## src/rtl/hazard_ctrl_if.sv

```systemverilog
// ---------------------------------------------------------------------------
// hazard_ctrl_if : pipeline <-> hazard sequencer signal bundle
// Rev 1.0 - initial release
// ---------------------------------------------------------------------------
`default_nettype none
`timescale 1ns/1ps

interface hazard_ctrl_if #(
  parameter int unsigned CNT_W = 32
);
  logic [4:0]       id_rs1_addr_i;
  logic [4:0]       id_rs2_addr_i;
  logic             id_uses_rs1_i;
  logic             id_uses_rs2_i;
  logic [4:0]       ex_rd_addr_i;
  logic             ex_mem_read_i;
  logic             ex_is_div_i;
  logic             ex_redirect_i;
  logic             mem_req_i;
  logic             mem_ready_i;

  logic             pc_stall_o;
  logic             if_id_stall_o;
  logic             id_ex_stall_o;
  logic             ex_mem_stall_o;
  logic             mem_wb_stall_o;
  logic             if_id_flush_o;
  logic             id_ex_flush_o;
  logic             ex_mem_flush_o;
  logic             mem_wb_flush_o;
  logic             div_start_o;
  logic             div_release_o;
  logic [CNT_W-1:0] stall_cnt_o;
  logic [CNT_W-1:0] flush_cnt_o;

  modport master (
    output id_rs1_addr_i, id_rs2_addr_i, id_uses_rs1_i, id_uses_rs2_i,
           ex_rd_addr_i, ex_mem_read_i, ex_is_div_i, ex_redirect_i,
           mem_req_i, mem_ready_i,
    input  pc_stall_o, if_id_stall_o, id_ex_stall_o, ex_mem_stall_o,
           mem_wb_stall_o, if_id_flush_o, id_ex_flush_o, ex_mem_flush_o,
           mem_wb_flush_o, div_start_o, div_release_o, stall_cnt_o, flush_cnt_o
  );

  modport slave (
    input  id_rs1_addr_i, id_rs2_addr_i, id_uses_rs1_i, id_uses_rs2_i,
           ex_rd_addr_i, ex_mem_read_i, ex_is_div_i, ex_redirect_i,
           mem_req_i, mem_ready_i,
    output pc_stall_o, if_id_stall_o, id_ex_stall_o, ex_mem_stall_o,
           mem_wb_stall_o, if_id_flush_o, id_ex_flush_o, ex_mem_flush_o,
           mem_wb_flush_o, div_start_o, div_release_o, stall_cnt_o, flush_cnt_o
  );
endinterface

`default_nettype wire

```

## src/rtl/hazard_ctrl.sv

```systemverilog
// ---------------------------------------------------------------------------
// hazard_ctrl : stall/flush sequencer for the 5-stage pipeline
// Rev 1.0 - initial release
// ---------------------------------------------------------------------------
`default_nettype none
`timescale 1ns/1ps

module hazard_ctrl #(
  parameter int unsigned DIV_CYCLES = 33,
  parameter int unsigned CNT_W      = 32
) (
  input  wire logic     clk_i,
  input  wire logic     rst_i,
  hazard_ctrl_if.slave  bus
);

  localparam logic [0:0]       c_S_RUN      = 1'b0;
  localparam logic [0:0]       c_S_DIV_BUSY = 1'b1;
  localparam logic [7:0]       c_DIV_INIT   = 8'(DIV_CYCLES - 1);
  localparam logic [CNT_W-1:0] c_CNT_MAX    = {CNT_W{1'b1}};
  localparam logic [CNT_W-1:0] c_CNT_ONE    = CNT_W'(1);

  logic [0:0]       r_state;
  logic [7:0]       r_div_cnt;
  logic [CNT_W-1:0] r_stall_cnt;
  logic [CNT_W-1:0] r_flush_cnt;

  logic [0:0]       w_state_nxt;
  logic [7:0]       w_div_cnt_nxt;

  logic w_mem_wait;
  logic w_load_use;
  logic w_pc_stall;
  logic w_if_id_stall;
  logic w_id_ex_stall;
  logic w_ex_mem_stall;
  logic w_mem_wb_stall;
  logic w_if_id_flush;
  logic w_id_ex_flush;
  logic w_ex_mem_flush;
  logic w_mem_wb_flush;
  logic w_div_start;
  logic w_div_release;
  logic w_redirect_acc;

  assign w_mem_wait = bus.mem_req_i & ~bus.mem_ready_i;

  assign w_load_use = bus.ex_mem_read_i && (bus.ex_rd_addr_i != 5'd0) &&
                      ((bus.id_uses_rs1_i && (bus.id_rs1_addr_i == bus.ex_rd_addr_i)) ||
                       (bus.id_uses_rs2_i && (bus.id_rs2_addr_i == bus.ex_rd_addr_i)));

  // State register and saturating performance counters
  always_ff @(posedge clk_i) begin
    if (rst_i) begin
      r_state     <= c_S_RUN;
      r_div_cnt   <= 8'd0;
      r_stall_cnt <= '0;
      r_flush_cnt <= '0;
    end else begin
      r_state   <= w_state_nxt;
      r_div_cnt <= w_div_cnt_nxt;
      if (w_pc_stall && (r_stall_cnt != c_CNT_MAX))
        r_stall_cnt <= r_stall_cnt + c_CNT_ONE;
      if (w_redirect_acc && (r_flush_cnt != c_CNT_MAX))
        r_flush_cnt <= r_flush_cnt + c_CNT_ONE;
    end
  end

  // Next-state logic; a memory wait freezes the divide sequence in place
  always_comb begin
    w_state_nxt   = r_state;
    w_div_cnt_nxt = r_div_cnt;
    if (w_mem_wait) begin
      w_state_nxt   = r_state;
      w_div_cnt_nxt = r_div_cnt;
    end else if ((r_state == c_S_RUN) && bus.ex_is_div_i) begin
      if (DIV_CYCLES != 1) begin
        w_state_nxt   = c_S_DIV_BUSY;
        w_div_cnt_nxt = c_DIV_INIT;
      end
    end else if ((r_state == c_S_DIV_BUSY) && (r_div_cnt != 8'd1)) begin
      w_div_cnt_nxt = r_div_cnt - 8'd1;
    end else if (r_state == c_S_DIV_BUSY) begin
      w_state_nxt   = c_S_RUN;
      w_div_cnt_nxt = 8'd0;
    end
  end

  // Output decode in fixed priority order
  always_comb begin
    w_pc_stall     = 1'b0;
    w_if_id_stall  = 1'b0;
    w_id_ex_stall  = 1'b0;
    w_ex_mem_stall = 1'b0;
    w_mem_wb_stall = 1'b0;
    w_if_id_flush  = 1'b0;
    w_id_ex_flush  = 1'b0;
    w_ex_mem_flush = 1'b0;
    w_mem_wb_flush = 1'b0;
    w_div_start    = 1'b0;
    w_div_release  = 1'b0;
    w_redirect_acc = 1'b0;
    if (rst_i) begin
      w_if_id_flush  = 1'b1;
      w_id_ex_flush  = 1'b1;
      w_ex_mem_flush = 1'b1;
      w_mem_wb_flush = 1'b1;
    end else if (w_mem_wait) begin
      w_pc_stall     = 1'b1;
      w_if_id_stall  = 1'b1;
      w_id_ex_stall  = 1'b1;
      w_ex_mem_stall = 1'b1;
      w_mem_wb_flush = 1'b1;
    end else if ((r_state == c_S_RUN) && bus.ex_is_div_i) begin
      w_div_start = 1'b1;
      if (DIV_CYCLES == 1) begin
        // Single-cycle divider: result is ready in the start cycle
        w_div_release = 1'b1;
      end else begin
        w_pc_stall     = 1'b1;
        w_if_id_stall  = 1'b1;
        w_id_ex_stall  = 1'b1;
        w_ex_mem_flush = 1'b1;
      end
    end else if ((r_state == c_S_DIV_BUSY) && (r_div_cnt != 8'd1)) begin
      w_pc_stall     = 1'b1;
      w_if_id_stall  = 1'b1;
      w_id_ex_stall  = 1'b1;
      w_ex_mem_flush = 1'b1;
    end else if (r_state == c_S_DIV_BUSY) begin
      w_div_release = 1'b1;
    end else if (bus.ex_redirect_i) begin
      w_if_id_flush  = 1'b1;
      w_id_ex_flush  = 1'b1;
      w_redirect_acc = 1'b1;
    end else if (w_load_use) begin
      w_pc_stall    = 1'b1;
      w_if_id_stall = 1'b1;
      w_id_ex_flush = 1'b1;
    end
  end

  assign bus.pc_stall_o     = w_pc_stall;
  assign bus.if_id_stall_o  = w_if_id_stall;
  assign bus.id_ex_stall_o  = w_id_ex_stall;
  assign bus.ex_mem_stall_o = w_ex_mem_stall;
  assign bus.mem_wb_stall_o = w_mem_wb_stall;
  assign bus.if_id_flush_o  = w_if_id_flush;
  assign bus.id_ex_flush_o  = w_id_ex_flush;
  assign bus.ex_mem_flush_o = w_ex_mem_flush;
  assign bus.mem_wb_flush_o = w_mem_wb_flush;
  assign bus.div_start_o    = w_div_start;
  assign bus.div_release_o  = w_div_release;
  assign bus.stall_cnt_o    = r_stall_cnt;
  assign bus.flush_cnt_o    = r_flush_cnt;

endmodule

`default_nettype wire

```

## src/flat_wrapper.sv

```systemverilog
// flat-port wrapper written by rule: the top's interface ports become plain ports
module hazard_ctrl_flat 
#(
  parameter int unsigned DIV_CYCLES = 33,
  parameter int unsigned CNT_W      = 32
)
  (clk_i, rst_i, bus_id_rs1_addr_i, bus_id_rs2_addr_i, bus_id_uses_rs1_i, bus_id_uses_rs2_i, bus_ex_rd_addr_i, bus_ex_mem_read_i, bus_ex_is_div_i, bus_ex_redirect_i, bus_mem_req_i, bus_mem_ready_i, bus_pc_stall_o, bus_if_id_stall_o, bus_id_ex_stall_o, bus_ex_mem_stall_o, bus_mem_wb_stall_o, bus_if_id_flush_o, bus_id_ex_flush_o, bus_ex_mem_flush_o, bus_mem_wb_flush_o, bus_div_start_o, bus_div_release_o, bus_stall_cnt_o, bus_flush_cnt_o);
  hazard_ctrl_if #(.CNT_W(CNT_W)) bus_i ();
  input  wire logic clk_i;
  input  wire logic rst_i;
  input wire logic [$bits(bus_i.id_rs1_addr_i)-1:0] bus_id_rs1_addr_i;
  input wire logic [$bits(bus_i.id_rs2_addr_i)-1:0] bus_id_rs2_addr_i;
  input wire logic [$bits(bus_i.id_uses_rs1_i)-1:0] bus_id_uses_rs1_i;
  input wire logic [$bits(bus_i.id_uses_rs2_i)-1:0] bus_id_uses_rs2_i;
  input wire logic [$bits(bus_i.ex_rd_addr_i)-1:0] bus_ex_rd_addr_i;
  input wire logic [$bits(bus_i.ex_mem_read_i)-1:0] bus_ex_mem_read_i;
  input wire logic [$bits(bus_i.ex_is_div_i)-1:0] bus_ex_is_div_i;
  input wire logic [$bits(bus_i.ex_redirect_i)-1:0] bus_ex_redirect_i;
  input wire logic [$bits(bus_i.mem_req_i)-1:0] bus_mem_req_i;
  input wire logic [$bits(bus_i.mem_ready_i)-1:0] bus_mem_ready_i;
  output wire logic [$bits(bus_i.pc_stall_o)-1:0] bus_pc_stall_o;
  output wire logic [$bits(bus_i.if_id_stall_o)-1:0] bus_if_id_stall_o;
  output wire logic [$bits(bus_i.id_ex_stall_o)-1:0] bus_id_ex_stall_o;
  output wire logic [$bits(bus_i.ex_mem_stall_o)-1:0] bus_ex_mem_stall_o;
  output wire logic [$bits(bus_i.mem_wb_stall_o)-1:0] bus_mem_wb_stall_o;
  output wire logic [$bits(bus_i.if_id_flush_o)-1:0] bus_if_id_flush_o;
  output wire logic [$bits(bus_i.id_ex_flush_o)-1:0] bus_id_ex_flush_o;
  output wire logic [$bits(bus_i.ex_mem_flush_o)-1:0] bus_ex_mem_flush_o;
  output wire logic [$bits(bus_i.mem_wb_flush_o)-1:0] bus_mem_wb_flush_o;
  output wire logic [$bits(bus_i.div_start_o)-1:0] bus_div_start_o;
  output wire logic [$bits(bus_i.div_release_o)-1:0] bus_div_release_o;
  output wire logic [$bits(bus_i.stall_cnt_o)-1:0] bus_stall_cnt_o;
  output wire logic [$bits(bus_i.flush_cnt_o)-1:0] bus_flush_cnt_o;
  assign bus_i.id_rs1_addr_i = bus_id_rs1_addr_i;
  assign bus_i.id_rs2_addr_i = bus_id_rs2_addr_i;
  assign bus_i.id_uses_rs1_i = bus_id_uses_rs1_i;
  assign bus_i.id_uses_rs2_i = bus_id_uses_rs2_i;
  assign bus_i.ex_rd_addr_i = bus_ex_rd_addr_i;
  assign bus_i.ex_mem_read_i = bus_ex_mem_read_i;
  assign bus_i.ex_is_div_i = bus_ex_is_div_i;
  assign bus_i.ex_redirect_i = bus_ex_redirect_i;
  assign bus_i.mem_req_i = bus_mem_req_i;
  assign bus_i.mem_ready_i = bus_mem_ready_i;
  assign bus_pc_stall_o = bus_i.pc_stall_o;
  assign bus_if_id_stall_o = bus_i.if_id_stall_o;
  assign bus_id_ex_stall_o = bus_i.id_ex_stall_o;
  assign bus_ex_mem_stall_o = bus_i.ex_mem_stall_o;
  assign bus_mem_wb_stall_o = bus_i.mem_wb_stall_o;
  assign bus_if_id_flush_o = bus_i.if_id_flush_o;
  assign bus_id_ex_flush_o = bus_i.id_ex_flush_o;
  assign bus_ex_mem_flush_o = bus_i.ex_mem_flush_o;
  assign bus_mem_wb_flush_o = bus_i.mem_wb_flush_o;
  assign bus_div_start_o = bus_i.div_start_o;
  assign bus_div_release_o = bus_i.div_release_o;
  assign bus_stall_cnt_o = bus_i.stall_cnt_o;
  assign bus_flush_cnt_o = bus_i.flush_cnt_o;
  hazard_ctrl #(.DIV_CYCLES(DIV_CYCLES), .CNT_W(CNT_W)) u_core (.clk_i(clk_i), .rst_i(rst_i), .bus(bus_i));
endmodule
```

## config.mk

```make
export PLATFORM = sky130hd
export DESIGN_NAME = hazard_ctrl_flat
export DESIGN_NICKNAME = d
export VERILOG_FILES = /design/src/rtl/hazard_ctrl_if.sv /design/src/rtl/hazard_ctrl.sv /design/src/flat_wrapper.sv
export SDC_FILE = /design/constraint.sdc
export NUM_CORES = 1
export LEC_CHECK = 0
export ABC_AREA = 1
export ABC_CLOCK_PERIOD_IN_PS = 5600
export BUFFER_PORTS_ARGS = -buffer_cell sky130_fd_sc_hd__buf_2
export CAP_MARGIN = 20
export CORE_ASPECT_RATIO = 1.2
export CORE_UTILIZATION = 45
export CTS_BUF_LIST = sky130_fd_sc_hd__clkbuf_8
export DETAILED_ROUTE_END_ITERATION = 10
export GPL_TIMING_DRIVEN = 0
export PLACE_DENSITY = 0.76
export SLEW_MARGIN = 20
export SYNTH_ARGS = -nofsm -noshare
export SYNTH_HDL_FRONTEND = slang
export SYNTH_SLANG_ARGS = --single-unit
export TNS_END_PERCENT = 1
```

## constraint.sdc

```tcl
create_clock -name clk_i -period 5.6 [get_ports clk_i]
set_input_delay 0.84 -clock clk_i [delete_from_list [all_inputs] [get_ports clk_i]]
set_output_delay 0.84 -clock clk_i [all_outputs]
set_load 0.01 [all_outputs]
```

## Word level (Yosys, flattened, before mapping)

Cells that the tools add are included.

- Output and inout bits: 75
- Bits of input ports: 24
- Flip-flop bits (word level): 73
- Logic and storage cells: 72

- Reduce and logical (&&, ||, !) cells: 13
- Bitwise logic cells: 4
- Multiplexer cells: 42
- Eq/ne operators: 6
- $add $sub $neg: 3

Operator list:

| cell | number |
|---|---|
| 32-bit by 1-bit adder with 32-bit output, second input constant | 2 |
| 32-bit != test, second input constant | 2 |
| 1-bit two-way mux | 39 |
| 8-bit two-way mux | 3 |
| 5-bit == test | 2 |
| 1-bit logical AND | 8 |
| 8-bit by 1-bit != test with 1-bit output, second input constant | 1 |
| 8-bit by 1-bit subtractor with 8-bit output, second input constant | 1 |
| 5-bit nonzero test | 1 |
| 2-bit AND reduction | 2 |
| 1-bit NOT | 3 |
| 3-bit nonzero test | 1 |
| 2-bit by 1-bit != test with 1-bit output, second input constant | 1 |
| 1-bit AND | 1 |
| 1-bit logical OR | 1 |

## Depth between registers and ports, before layout

- Depth after elaboration: 12
- Depth in mapped cells: 14
- Gate-level depth less buffers: 13

## Least setup slack after synthesis

Ideal clock, no wire load.

- Path kind: input to output
- Start point: input bus_mem_req_i
- End point: output bus_pc_stall_o
- Arrival time: 2.059 ns
- Data required time: 4.760 ns
- Setup slack: 2.701 ns
- Stages: 8
- Buffers on the path: 2
- Cells stage by stage: inv_1 nor2_1 inv_1 nor2_1 inv_1 nand2_2 buf_1 buf_4

- Longest elaborated chain between the ends: 3

Ends and longest elaborated chain:

| element | line | RTL |
|---|---|---|
| from (decl) | flat_wrapper.sv:19 | `input wire logic [$bits(bus_i.mem_req_i)-1:0] bus_mem_req_i;` |
| 1-bit AND | hazard_ctrl.sv:46 | `assign w_mem_wait = bus.mem_req_i & ~bus.mem_ready_i;` |
| 1-bit two-way mux (2 in series) | n/a |  |
| to (decl) | flat_wrapper.sv:21 | `output wire logic [$bits(bus_i.pc_stall_o)-1:0] bus_pc_stall_o;` |

No other way between the ends.

## Worst setup path in the final report

- Start point: input bus_ex_rd_addr_i[4]
- End point: output bus_pc_stall_o

- Longest elaborated chain between the ends: 11
- Elaborated cells on any way between the ends: 15
- Those cells by class: eq/ne (2); mux (7); reduce/logical (6)

Ends and longest elaborated chain:

| element | line | RTL |
|---|---|---|
| from (decl) | flat_wrapper.sv:15 | `input wire logic [$bits(bus_i.ex_rd_addr_i)-1:0] bus_ex_rd_addr_i;` |
| 5-bit == test, on equally long branches | hazard_ctrl.sv:49, hazard_ctrl.sv:50 |  |
| 1-bit logical AND, on equally long branches | hazard_ctrl.sv:49, hazard_ctrl.sv:50 |  |
| 1-bit logical OR | hazard_ctrl.sv:49 | `((bus.id_uses_rs1_i && (bus.id_rs1_addr_i == bus.ex_rd_addr_i)) \|\|` |
| 1-bit logical AND (*) | hazard_ctrl.sv:48 | `assign w_load_use = bus.ex_mem_read_i && (bus.ex_rd_addr_i != 5'd0) &&` |
| 1-bit two-way mux (*) | hazard_ctrl.sv:136 | `end else if (w_load_use) begin` |
| 1-bit two-way mux (*) | hazard_ctrl.sv:132 | `end else if (bus.ex_redirect_i) begin` |
| 1-bit two-way mux (*) | hazard_ctrl.sv:130 | `end else if (r_state == c_S_DIV_BUSY) begin` |
| 1-bit two-way mux (*) | hazard_ctrl.sv:125 | `end else if ((r_state == c_S_DIV_BUSY) && (r_div_cnt != 8'd1)) begin` |
| 1-bit two-way mux (*) | hazard_ctrl.sv:114 | `end else if ((r_state == c_S_RUN) && bus.ex_is_div_i) begin` |
| 1-bit two-way mux (*) | hazard_ctrl.sv:108 | `end else if (w_mem_wait) begin` |
| 1-bit two-way mux (*) | hazard_ctrl.sv:103 | `if (rst_i) begin` |

Every way passes the cells marked *; elsewhere a longest branch is shown, timed or not.

==> metrics.txt <==
max frequency 0.300 GHz; post-DP HPWL 10.2 mm; Mapped Area 4710 um2; Post-Place Cell Area 5350 um2; area delta synth->final 17.9%; DRC viols 0; critical path data required time 4.76 ns; multi-input logic area 2850 um2; Clock Tree Root clkbuf_8; Initial Utilization 46.6%; Setup Crit Path Kind in -> out; Final min period 3.33 ns; die area 10,900 um2; synthesized flop and latch total 73; DR vias/cell 5.18; Finished Cell Area 5550 um2; worst vdd ir 0.140 mV; Post-synth EDFFs 0; diode count 0; RSZ-0062 raised after global routing false; post-synthesis instance total 740; hold buffers post-CTS 0; yosys warns 0; asr flop ratio synth 0%; clock sinks 73; all-layer global routing usage 25.5%; Setup Skew 0.0129 ns; crit-path max FO 11; initial antenna violation count 0; vias in the first global route 4,638; CP max-delay cell buf_1; status finished, final reports clean; Layout fillers 1,057; Routability Congestion 0.985; GRT Residual Overflow 0; port bufs 96; Post-DRT Antenna Nets 0; part of the Yosys area used for sequential elements 31.0%; Power Density 200 nW/um2; deepest clock path buffer count 2; core area 10,100 um2; Synth cell types 36; hold crit path type reg -> reg; Leakage 2.36 nW; Fin. Hold Viols 0; crit-path cells buf_2 > inv_1 > nand2_1 > nand2_1 > nor2_1 > nand3_1 > nand2_1 > nand3_1 > nand2_1 > nand2_1 > nand2_2 > buf_1 > buf_4 > buf_2; layout cell share with drive strength beyond 1 16.8%; Pwr Total 1.11 mW; Synth top cells by count nand2_1 (215), nor2_1 (83), dfxtp_1 (73); Post-Route Setup TNS 0 ns; Final setup viols 0; Routed Wire Length 13.3 mm; Mapped Nets 768; Die Y 114 um; Worst-Margin Slew 0.770 ns; worst stage delay on the critical path 0.41 ns; CP Launch Type input pin; H-tree lvl count 3; Die W 95.4 um; fin crit share 59.4%; pin count of the biggest net entering global routing 14; Setup crit end kind primary output; most frequent cell after synthesis nand2_1; drt pass-1 iters 5; Slew HR 48.2%; CP Launch Point bus_ex_rd_addr_i[4]; Ports 99; Clk Latency, worst-skew pair 0.37 ns; Synth area leaders dfxtp_1 (31%), nand2_1 (17%), xor2_1 (6.9%), nor2_1 (6.6%), a21oi_1 (6.1%); top cell type's share of synthesized area 31.0%; Rows 40; most frequent CP cell nand2_1; clock slew at reported path FFs 0.07 ns; Synth area leader dfxtp_1; 1st-iter DRT viols 211; FF+latch area 1460 um2; min-delay src u_core.bus.flush_cnt_o[31]; cts bufs inserted 9; vias 5,069; first-pass GRT wire length 21.6 mm; final core occ 54.9%; MaxCap Viol Count 0; CTS tree yes; syn avg cell area 6.37 um2; crit path DAT 2.49 ns; DR WL/cell 13.6 um; post-cts sizing count 0; worst reg2reg startpoint u_core.bus.flush_cnt_o[1]; ys flop type dfxtp_1; Max Slew Vio Count 0; Setup Fix Bufs, Post-CTS 0; final net count 875
==> cell type report <==
class / count / area share (%)
buffer: 26 / 2.59
clock buffer: 10 / 2.48
clock inverter: 6 / 1.22
inverter: 69 / 4.66
multi-input combinational: 572 / 51.3
sequential: 73 / 26.3
tap: 126 / 2.84
timing repair buffer: 96 / 8.65
==> registers in the layout, indices dropped and copies added, names as in the netlist <==
| name | count |
|---|---|
| u_core.bus.flush_cnt_o | 32 |
| u_core.bus.stall_cnt_o | 32 |
| u_core.r_div_cnt | 8 |
| u_core.r_state | 1 |
==> power by group <==
group	internal (mW)	switching (mW)
clock	0.219	0.224
combinational	0.0453	0.0826
sequential	0.528	0.0105
total	0.792	0.318
==> logic make-up (layout without fill, tap and decap cells) <==
kind of cell    after synthesis  count (layout)  share of synthesized area (%)
compound gates               78              78                           8.66
fa+ha+maj                     4               4                           1.06
buf+inv                      95             207                           8.55
simple gates                437             437                           41.0
flops                        73              73                           31.0
xor+xnor                     52              52                           9.67
other cells                   1               1                         0.0796
==> layer usage <==
metal / global-route usage [%] / up-vias / share of wire [%]
met1: 29.7 / 2249 / 42
li1: - / 2618 / -
met5: 0 / - / 0
met3: 4.18 / 36 / 5.4
met4: 13.3 / 0 / 3.7
met2: 44.2 / 166 / 49
==> cell usage in the layout, fill, tap and decap left out, types with 2 or more instances in the layout <==
| cell | instances |
|---|---|
| dfxtp_1 | 73 |
| o21ai_0 | 11 |
| nand2_1 | 215 |
| o21a_1 | 2 |
| buf_4 | 5 |
| clkinv_4 | 2 |
| clkbuf_8 | 10 |
| xnor2_1 | 15 |
| ha_1 | 4 |
| inv_2 | 2 |
| nand4_1 | 20 |
| inv_1 | 66 |
| nand3_1 | 57 |
| nor3b_1 | 4 |
| nor2_4 | 2 |
| xor2_1 | 37 |
| nand2_2 | 7 |
| buf_2 | 100 |
| nor4_1 | 9 |
| nor3_1 | 32 |
| nor3_2 | 2 |
| buf_6 | 3 |
| nor2_2 | 2 |
| a21oi_1 | 57 |
| clkinvlp_4 | 2 |
| clkbuf_1 | 11 |
| a31oi_1 | 2 |
| nor2_1 | 83 |
| buf_1 | 3 |
| o21ai_1 | 3 |
==> stage by stage <==
stage / hold slack [ns] / std cells / setup WS, ns
floorplan: 0.470 / 740 / 2.70
finish: 0.485 / 978 / 2.27
CTS: 0.494 / 978 / 2.30
global placement: 0.481 / 962 / 2.33
global route: 0.523 / 978 / 2.12
detailed placement: 0.475 / 962 / 2.31
==> worst max-delay path, delay by kind of cell <==
family	cells	cell delay (ns)
buffers and inverters	5	0.87
AND/OR/NAND/NOR	9	0.77
==> path summary, 6_finish.rpt <==
kind                                                    to  slack [ns]  cells past startpoint
worst max-delay path                        bus_pc_stall_o        2.27                     14
worst min register to register  u_core.bus.flush_cnt_o[31]        0.49                      2
worst max register to register  u_core.bus.flush_cnt_o[28]        3.26                     11
worst min-delay path            u_core.bus.flush_cnt_o[31]        0.49                      2
No activity file was read; power rests on OpenSTA's default activity.
